===== src/rtl/ctrl_pkg.sv =====
// Shared encodings, control bundle types and ALU decode helpers for the
// five-stage RV32 pipeline control unit.
package ctrl_pkg;

  localparam logic [6:0] OP_LOAD   = 7'b0000011;
  localparam logic [6:0] OP_STORE  = 7'b0100011;
  localparam logic [6:0] OP_RTYPE  = 7'b0110011;
  localparam logic [6:0] OP_IALU   = 7'b0010011;
  localparam logic [6:0] OP_BRANCH = 7'b1100011;
  localparam logic [6:0] OP_JAL    = 7'b1101111;
  localparam logic [6:0] OP_JALR   = 7'b1100111;
  localparam logic [6:0] OP_LUI    = 7'b0110111;
  localparam logic [6:0] OP_AUIPC  = 7'b0010111;

  typedef enum logic [3:0] {
    ALU_ADD    = 4'b0000,
    ALU_SUB    = 4'b0001,
    ALU_AND    = 4'b0010,
    ALU_OR     = 4'b0011,
    ALU_XOR    = 4'b0100,
    ALU_SLT    = 4'b0101,
    ALU_SLTU   = 4'b0110,
    ALU_SLL    = 4'b0111,
    ALU_SRL    = 4'b1000,
    ALU_SRA    = 4'b1001,
    ALU_DIV    = 4'b1010,
    ALU_REM    = 4'b1011,
    ALU_MUL    = 4'b1100,
    ALU_MULH   = 4'b1101,
    ALU_MULHSU = 4'b1110,
    ALU_MULHU  = 4'b1111
  } alu_op_e;

  typedef enum logic [2:0] {
    IMM_I = 3'b000,
    IMM_S = 3'b001,
    IMM_B = 3'b010,
    IMM_J = 3'b011,
    IMM_U = 3'b100
  } imm_src_e;

  typedef enum logic [1:0] {
    RES_ALU = 2'b00,
    RES_MEM = 2'b01,
    RES_PC4 = 2'b10
  } result_src_e;

  typedef enum logic [1:0] {
    SRCA_RS1  = 2'b00,
    SRCA_PC   = 2'b01,
    SRCA_ZERO = 2'b10
  } alu_src_a_e;

  // Full control bundle produced in Decode and held in ID/EX.
  typedef struct packed {
    logic        valid;
    logic        regwrite;
    alu_src_a_e  alusrca;
    logic        alusrcb;
    logic        memwrite;
    result_src_e resultsrc;
    logic        branch;
    logic [2:0]  branchop;
    logic        jump;
    logic        jumpreg;
    alu_op_e     alucontrol;
    logic [2:0]  memsize;
  } ctrl_bundle_t;

  // Subset still needed once the instruction has left Execute.
  typedef struct packed {
    logic        valid;
    logic        regwrite;
    logic        memwrite;
    logic [2:0]  memsize;
    result_src_e resultsrc;
  } mem_bundle_t;

  // Subset still needed in Writeback.
  typedef struct packed {
    logic        valid;
    logic        regwrite;
    result_src_e resultsrc;
  } wb_bundle_t;

  localparam ctrl_bundle_t CTRL_BUBBLE = '0;
  localparam mem_bundle_t  MEM_BUBBLE  = '0;
  localparam wb_bundle_t   WB_BUBBLE   = '0;

  // Base integer ALU op from funct3; alt selects sub/sra.
  function automatic alu_op_e alu_base(input logic [2:0] funct3, input logic alt);
    alu_op_e op;
    case (funct3)
      3'b000:  op = alt ? ALU_SUB : ALU_ADD;
      3'b001:  op = ALU_SLL;
      3'b010:  op = ALU_SLT;
      3'b011:  op = ALU_SLTU;
      3'b100:  op = ALU_XOR;
      3'b101:  op = alt ? ALU_SRA : ALU_SRL;
      3'b110:  op = ALU_OR;
      3'b111:  op = ALU_AND;
      default: op = ALU_ADD;
    endcase
    return op;
  endfunction

  // RV32M op: multiplies keep funct3[1:0], divide/remainder split on funct3[1].
  function automatic alu_op_e alu_muldiv(input logic [2:0] funct3);
    alu_op_e op;
    if (funct3[2]) begin
      if (funct3[1]) begin
        op = ALU_REM;
      end else begin
        op = ALU_DIV;
      end
    end else begin
      op = alu_op_e'({2'b11, funct3[1:0]});
    end
    return op;
  endfunction

endpackage


===== src/rtl/ctrl_decode.sv =====
// Combinational Decode-stage control: full opcode/funct3/funct7 decode into
// a control bundle, immediate-format select and illegal-encoding detection.
module ctrl_decode
  import ctrl_pkg::*;
#(
  parameter bit EN_M = 1'b0
) (
  input  logic [31:0]  instr,
  input  logic         valid,
  output ctrl_bundle_t ctrl,
  output imm_src_e     immsrc,
  output logic         illegal
);

  logic [6:0]   opcode_s;
  logic [2:0]   funct3_s;
  logic [6:0]   funct7_s;
  logic         is_imm_s;
  logic         alt_s;
  logic         bad_s;
  ctrl_bundle_t dec_s;

  assign opcode_s = instr[6:0];
  assign funct3_s = instr[14:12];
  assign funct7_s = instr[31:25];

  // Raw decode of the instruction fields, independent of valid.
  always_comb begin
    dec_s    = CTRL_BUBBLE;
    immsrc   = IMM_I;
    bad_s    = 1'b0;
    is_imm_s = (opcode_s == OP_IALU);
    alt_s    = funct7_s[5] && (!is_imm_s || (funct3_s == 3'b101));
    case (opcode_s)
      OP_LOAD: begin
        dec_s.regwrite  = 1'b1;
        dec_s.alusrcb   = 1'b1;
        dec_s.resultsrc = RES_MEM;
        dec_s.memsize   = funct3_s;
        immsrc          = IMM_I;
        bad_s = (funct3_s == 3'b011) || (funct3_s == 3'b110) || (funct3_s == 3'b111);
      end
      OP_STORE: begin
        dec_s.alusrcb  = 1'b1;
        dec_s.memwrite = 1'b1;
        dec_s.memsize  = funct3_s;
        immsrc         = IMM_S;
        bad_s = funct3_s[2] || (funct3_s == 3'b011);
      end
      OP_RTYPE, OP_IALU: begin
        dec_s.regwrite   = 1'b1;
        dec_s.alusrcb    = is_imm_s;
        dec_s.alucontrol = alu_base(funct3_s, alt_s);
        immsrc           = IMM_I;
        if (!is_imm_s && (funct7_s == 7'b0000001)) begin
          dec_s.alucontrol = alu_muldiv(funct3_s);
          bad_s = !EN_M;
        end else if (!is_imm_s || (funct3_s == 3'b001) || (funct3_s == 3'b101)) begin
          // funct7 only matters for register ops and immediate shifts
          bad_s = !((funct7_s == 7'b0000000) ||
                    ((funct7_s == 7'b0100000) &&
                     ((funct3_s == 3'b000) || (funct3_s == 3'b101))));
        end else begin
          bad_s = 1'b0;
        end
      end
      OP_BRANCH: begin
        dec_s.branch   = 1'b1;
        dec_s.branchop = funct3_s;
        immsrc         = IMM_B;
        case (funct3_s[2:1])
          2'b00:   dec_s.alucontrol = ALU_SUB;
          2'b10:   dec_s.alucontrol = ALU_SLT;
          2'b11:   dec_s.alucontrol = ALU_SLTU;
          default: bad_s = 1'b1;
        endcase
      end
      OP_JAL: begin
        dec_s.regwrite  = 1'b1;
        dec_s.resultsrc = RES_PC4;
        dec_s.jump      = 1'b1;
        immsrc          = IMM_J;
      end
      OP_JALR: begin
        dec_s.regwrite  = 1'b1;
        dec_s.alusrcb   = 1'b1;
        dec_s.resultsrc = RES_PC4;
        dec_s.jump      = 1'b1;
        dec_s.jumpreg   = 1'b1;
        immsrc          = IMM_I;
        bad_s = (funct3_s != 3'b000);
      end
      OP_LUI: begin
        dec_s.regwrite = 1'b1;
        dec_s.alusrca  = SRCA_ZERO;
        dec_s.alusrcb  = 1'b1;
        immsrc         = IMM_U;
      end
      OP_AUIPC: begin
        dec_s.regwrite = 1'b1;
        dec_s.alusrca  = SRCA_PC;
        dec_s.alusrcb  = 1'b1;
        immsrc         = IMM_U;
      end
      default: begin
        bad_s = 1'b1;
      end
    endcase
    // all-zero word is a common "fell into empty memory" symptom
    if (instr == 32'h0000_0000) begin
      bad_s = 1'b1;
    end else begin
      bad_s = bad_s;
    end
  end

  // Only valid, legal instructions leave Decode as non-bubbles.
  always_comb begin
    illegal = valid && bad_s;
    if (valid && !bad_s) begin
      ctrl       = dec_s;
      ctrl.valid = 1'b1;
    end else begin
      ctrl = CTRL_BUBBLE;
    end
  end

endmodule


===== src/rtl/pipelined_ctrl_unit.sv =====
// Pipeline control unit: decodes in D and carries the control bundle through
// ID/EX, EX/MEM and MEM/WB with stall/flush bubble insertion.
module pipelined_ctrl_unit
  import ctrl_pkg::*;
#(
  parameter bit EN_M            = 1'b0,
  parameter bit EN_ILLEGAL_TRAP = 1'b1
) (
  input  logic        clk,
  input  logic        reset,
  input  logic [31:0] instr_d,
  input  logic        valid_d,
  input  logic        stall_e,
  input  logic        flush_e,
  output logic [2:0]  immsrc_d,
  output logic        illegal_d,
  output logic        valid_e,
  output logic        valid_m,
  output logic        valid_w,
  output logic [3:0]  alucontrol_e,
  output logic [1:0]  alusrca_e,
  output logic        alusrcb_e,
  output logic        branch_e,
  output logic [2:0]  branchop_e,
  output logic        jump_e,
  output logic        jumpreg_e,
  output logic        memwrite_m,
  output logic [2:0]  memsize_m,
  output logic        regwrite_m,
  output logic [1:0]  resultsrc_w,
  output logic        regwrite_w
);

  ctrl_bundle_t dec_s;
  imm_src_e     immsrc_s;
  logic         illegal_s;

  ctrl_bundle_t idex_d,  idex_q;
  mem_bundle_t  exmem_d, exmem_q;
  wb_bundle_t   memwb_d, memwb_q;

  ctrl_decode #(
    .EN_M(EN_M)
  ) u_decode (
    .instr   (instr_d),
    .valid   (valid_d),
    .ctrl    (dec_s),
    .immsrc  (immsrc_s),
    .illegal (illegal_s)
  );

  assign immsrc_d = immsrc_s;

  // Report illegal encodings only when trapping is enabled.
  always_comb begin
    if (EN_ILLEGAL_TRAP) begin
      illegal_d = illegal_s;
    end else begin
      illegal_d = 1'b0;
    end
  end

  // Next-state for each pipeline register: flush beats stall; a stalled E
  // sends a bubble forward so the held instruction never reaches M twice.
  always_comb begin
    if (flush_e) begin
      idex_d = CTRL_BUBBLE;
    end else if (stall_e) begin
      idex_d = idex_q;
    end else begin
      idex_d = dec_s;
    end

    if (stall_e && !flush_e) begin
      exmem_d = MEM_BUBBLE;
    end else begin
      exmem_d.valid     = idex_q.valid;
      exmem_d.regwrite  = idex_q.regwrite;
      exmem_d.memwrite  = idex_q.memwrite;
      exmem_d.memsize   = idex_q.memsize;
      exmem_d.resultsrc = idex_q.resultsrc;
    end

    memwb_d.valid     = exmem_q.valid;
    memwb_d.regwrite  = exmem_q.regwrite;
    memwb_d.resultsrc = exmem_q.resultsrc;
  end

  // Pipeline registers; reset drops every in-flight instruction.
  always_ff @(posedge clk or posedge reset) begin
    if (reset) begin
      idex_q  <= CTRL_BUBBLE;
      exmem_q <= MEM_BUBBLE;
      memwb_q <= WB_BUBBLE;
    end else begin
      idex_q  <= idex_d;
      exmem_q <= exmem_d;
      memwb_q <= memwb_d;
    end
  end

  assign valid_e      = idex_q.valid;
  assign alucontrol_e = idex_q.alucontrol;
  assign alusrca_e    = idex_q.alusrca;
  assign alusrcb_e    = idex_q.alusrcb;
  assign branch_e     = idex_q.branch & idex_q.valid;
  assign branchop_e   = idex_q.branchop;
  assign jump_e       = idex_q.jump & idex_q.valid;
  assign jumpreg_e    = idex_q.jumpreg;

  assign valid_m      = exmem_q.valid;
  assign memwrite_m   = exmem_q.memwrite & exmem_q.valid;
  assign memsize_m    = exmem_q.memsize;
  assign regwrite_m   = exmem_q.regwrite & exmem_q.valid;

  assign valid_w      = memwb_q.valid;
  assign resultsrc_w  = memwb_q.resultsrc;
  assign regwrite_w   = memwb_q.regwrite & memwb_q.valid;

endmodule


===== config.mk =====
export PLATFORM = sky130hd
export DESIGN_NAME = pipelined_ctrl_unit
export DESIGN_NICKNAME = d
export VERILOG_FILES = /design/src/rtl/ctrl_pkg.sv /design/src/rtl/ctrl_decode.sv /design/src/rtl/pipelined_ctrl_unit.sv
export SDC_FILE = /design/constraint.sdc
export NUM_CORES = 1
export LEC_CHECK = 0
export ABC_AREA = 1
export CAP_MARGIN = 5
export CORE_ASPECT_RATIO = 1.5
export CORE_MARGIN = 2
export CORE_UTILIZATION = 49
export DETAILED_ROUTE_END_ITERATION = 16
export PLACE_DENSITY = 0.94
export SLEW_MARGIN = 15
export SYNTH_ARGS = -nofsm -noshare
export SYNTH_HDL_FRONTEND = slang
export SYNTH_SLANG_ARGS = --single-unit

===== constraint.sdc =====
create_clock -name clk -period 3.7 [get_ports clk]
set_clock_uncertainty 0.1 [all_clocks]
set_input_delay 0.925 -clock clk [delete_from_list [all_inputs] [get_ports clk]]
set_output_delay 0.925 -clock clk [all_outputs]
set_load 0.01 [all_outputs]

==> metrics.log <==
[metrics] Vert. Die Dim: 80 um
[metrics] worst slew margin relative to its limit: 72.8%
[metrics] leading post-synthesis cells by instance count: 83 x sky130_fd_sc_hd__nand2_1, 33 x sky130_fd_sc_hd__dfrtp_1, 32 x sky130_fd_sc_hd__inv_1
[metrics] most common flop cell mapped by yosys: sky130_fd_sc_hd__dfrtp_1
[metrics] Layout Nets: 357
[metrics] Layout fillers: 275
[metrics] post-synthesis xor/xnor area fraction: 0%
[metrics] vias per cell: 4.84
[metrics] DP Cell Count: 356
[metrics] RSZ-0062 raised after global routing: false
[metrics] final instance area: 0.00257 mm2
[metrics] FF-to-FF Start: valid_e
[metrics] basic-gate share of the synthesized area counting and, or, nand and nor cells: 37.3%
[metrics] DR iter-0 viols: 36
[metrics] number of cell rows: 27
[metrics] clock buffer depth: 2
[metrics] post-placement setup slack: -48.9 ps
[metrics] Slew @ Worst Pin: 409 ps
[metrics] placed standard-cell area: 0.00248 mm2
[metrics] Fmax achieved: 281 MHz
[metrics] Worst Hold End: resultsrc_w[0]
[metrics] fraction of final layout cells with drive strength greater than 1: 16.8%
[metrics] gr usage total: 22.2%
[metrics] max-cap violations: 0
[metrics] number of instances in the synthesized netlist: 258
[metrics] number of H-tree levels: 2
[metrics] num ports: 65
[metrics] status: complete, no violations
[metrics] remaining antenna violation count after routing: 0
[metrics] placed wire-length estimate: 3090 um
[metrics] number of remaining DRC errors: 0
[metrics] depth of the most critical reg-to-reg path: 2
[metrics] Leak Pwr: 1.39 nW
[metrics] clock latency at the later pin of the worst-skew pair: 290 ps
[metrics] area of combinational cells with multiple inputs: 782 um2
[metrics] Final Hold Slack: 249 ps
[metrics] width of the chip: 54.7 um
[metrics] Post-CTS Hold Fix Bufs: 0
[metrics] Std-Cell Core Area: 0.00368 mm2
[metrics] proportion of synthesized chip area in sequential cells: 43.8%
[metrics] FFs w/ async S/R, synth: 100%
[metrics] CTS tree: built
[metrics] critical hold path startpoint: exmem_q[0]
[metrics] count of flip-flops with a built-in enable after synthesis: 0
[metrics] total number of vias: 1761
[metrics] critical path class: input port to output port
[metrics] starting density of the core: 51.2%
[metrics] compound-cell area share of the yosys netlist: 4.18%
[metrics] vias in the first global route: 1695
[metrics] HP Class: register to register
[metrics] Synth area leader: sky130_fd_sc_hd__dfrtp_1
[metrics] count of placed standard cells in the final layout, fillers left out: 364
[metrics] post-detailed-routing wire length: 3920 um
[metrics] clock buffers created by TritonCTS: 5
[metrics] endpoint of the worst-slack reg-to-reg timing path: valid_e
[metrics] wire length of the first global-routing pass: 7130 um
[metrics] power consumption: 0.000719 W
[metrics] Syn Nets: 295
[metrics] post-synth design cell area: 0.00189 mm2
[metrics] IR drop worst, VDD: 329 uV
[metrics] clock sink count: 33
[metrics] layout overhead on the synthesized area: 36.1%
[metrics] combinational family with the most area after synthesis: simple AND/OR/NAND/NOR gates
[metrics] type of element launching the critical path: input port
[metrics] number of antenna violations at the first check in global routing: 0
[metrics] clock root buffer: sky130_fd_sc_hd__clkbuf_8
[metrics] smallest setup slack after layout: 136 ps
[metrics] biggest fanout along the worst timing path: 5
[metrics] final setup violation count: 0
[metrics] CP Launch Point: instr_d[1]
[metrics] Antenna diodes: 0
[metrics] WP data required: 2670 ps
[metrics] sequential cell area: 826 um2
[metrics] total congestion overflow after global routing: 0
[metrics] most repeated cell in the gate-level netlist after synthesis: sky130_fd_sc_hd__nand2_1
[metrics] ranking of synthesized cells by area: sky130_fd_sc_hd__dfrtp_1 44%, sky130_fd_sc_hd__nand2_1 17%, sky130_fd_sc_hd__buf_4 6.4%, sky130_fd_sc_hd__inv_1 6.4%, sky130_fd_sc_hd__nor2_1 5.8%
[metrics] average wire per cell in the routed design: 10.8 um
[metrics] area fraction of the dominant cell type after synthesis: 43.8%
[metrics] share of the clock period used by the worst path: 96.3%
[metrics] final estimated routing congestion in global placement: 0.877
[metrics] Avg Cell Area, Syn: 7.31 um2
[metrics] proportion of synthesized area in mux cells: 0%
[metrics] Clk pin slew, worst setup/hold paths: 70 ps
[metrics] Pwr Density: 280 mW/mm2
[metrics] arithmetic-cell share of the synthesized area counting full adders, half adders and majority gates: 0%
[metrics] number of pins exceeding their max-slew limit in the final report: 0
[metrics] PortBufs: 49
[metrics] flop-to-flop setup slack: 2890 ps
[metrics] number of search-and-repair iterations in the first detailed-routing pass: 4
[metrics] post-layout minimum cycle time: 3560 ps
[metrics] Yosys Warn Count: 0
[metrics] number of cells traversed by the worst hold path: 0
[metrics] area of the die: 0.00437 mm2
[metrics] number of hold-slack violations in the final timing report: 0
[metrics] number of different library cells in the post-synthesis netlist: 27
[metrics] maximum number of pins on one net before global-route repair: 34
[metrics] data arrival at the endpoint of the critical path: 2540 ps
[metrics] register bit count reported by yosys: 33
[metrics] crit end category: output port
## state kept, by name, summed over array words and instances (netlist names)
name	cells
idex_q	9
alucontrol_e	4
exmem_q	4
branchop_e	3
memsize_m	3
alusrca_e	2
resultsrc_w	2
alusrcb_e	1
jumpreg_e	1
memwb_q	1
valid_e	1
valid_m	1
valid_w	1
## per-stage QoR
stage	util, %	TNS (ps)
global route	69.8	0
CTS	69.7	0
detailed placement	67.4	-79.9
finish	69.8	0
global placement	67.4	-56.9
floorplan	-	0
## what timing repair did
| item | in CTS | in global routing |
|---|---|---|
| setup endpoints to repair | 2 | 1 |
| pin swaps | 0 | 0 |
| buffers inserted | 0 | 0 |
| gates resized for setup | 2 | 1 |
## worst max path at each step
stage | end | slack (ps) | cells after the start
6_report | immsrc_d[2] | 140 | 6
3_5_place_dp | illegal_d | -50 | 11
4_1_cts | immsrc_d[1] | 70 | 7
3_3_place_gp | immsrc_d[0] | -50 | 8
2_1_floorplan | immsrc_d[0] | 770 | 6
5_1_grt | immsrc_d[2] | 9 | 6
## cells by family after synthesis
| family | Yosys count |
|---|---|
| buffers and inverters | 56 |
| AND/OR/NAND/NOR | 154 |
| flip-flops | 33 |
| AO/OA/AOI/OAI | 15 |
## critical path: stages
cell                              delay, ps
sky130_fd_sc_hd__clkdlybuf4s50_1        460
sky130_fd_sc_hd__nand2_1                110
sky130_fd_sc_hd__nor2_1                 240
sky130_fd_sc_hd__nand2_1                110
sky130_fd_sc_hd__inv_1                  130
sky130_fd_sc_hd__clkdlybuf4s50_1        550
## final cells by class
type,count,share of cell area [%]
clock buffers,5,2.68
clock inverters,3,0.682
well taps,43,2.09
multi-input cells,169,30.4
inverters,36,5.26
flip-flops and latches,33,32.1
repair buffers,75,26.7
## cell usage in the layout (no fill, tap or decap), types with 5 or more instances in the layout
cell	n
sky130_fd_sc_hd__clkbuf_8	5
sky130_fd_sc_hd__nand2_1	83
sky130_fd_sc_hd__nor2_2	6
sky130_fd_sc_hd__nor2_1	29
sky130_fd_sc_hd__dfrtp_1	33
sky130_fd_sc_hd__buf_4	26
sky130_fd_sc_hd__o21ai_0	8
sky130_fd_sc_hd__inv_1	32
sky130_fd_sc_hd__clkdlybuf4s50_1	46
sky130_fd_sc_hd__nand3_1	20
## metal layers
| layer | wire, um | GRT usage, % |
|---|---|---|
| met1 | 1540 | 25.1 |
| met2 | 2110 | 37.5 |
| met3 | 150 | 4.49 |
| met4 | 109 | 11.5 |
| met5 | 0 | 0 |
## power by group
group	switching, W	leakage, nW	internal (W)
registers	0.000000270	0.461	0.000361
clock network	0.000136	0.0439	0.000130
logic	0.0000475	0.884	0.0000447
total	0.000184	1.39	0.000535
Power figures use the tool's default switching activity.
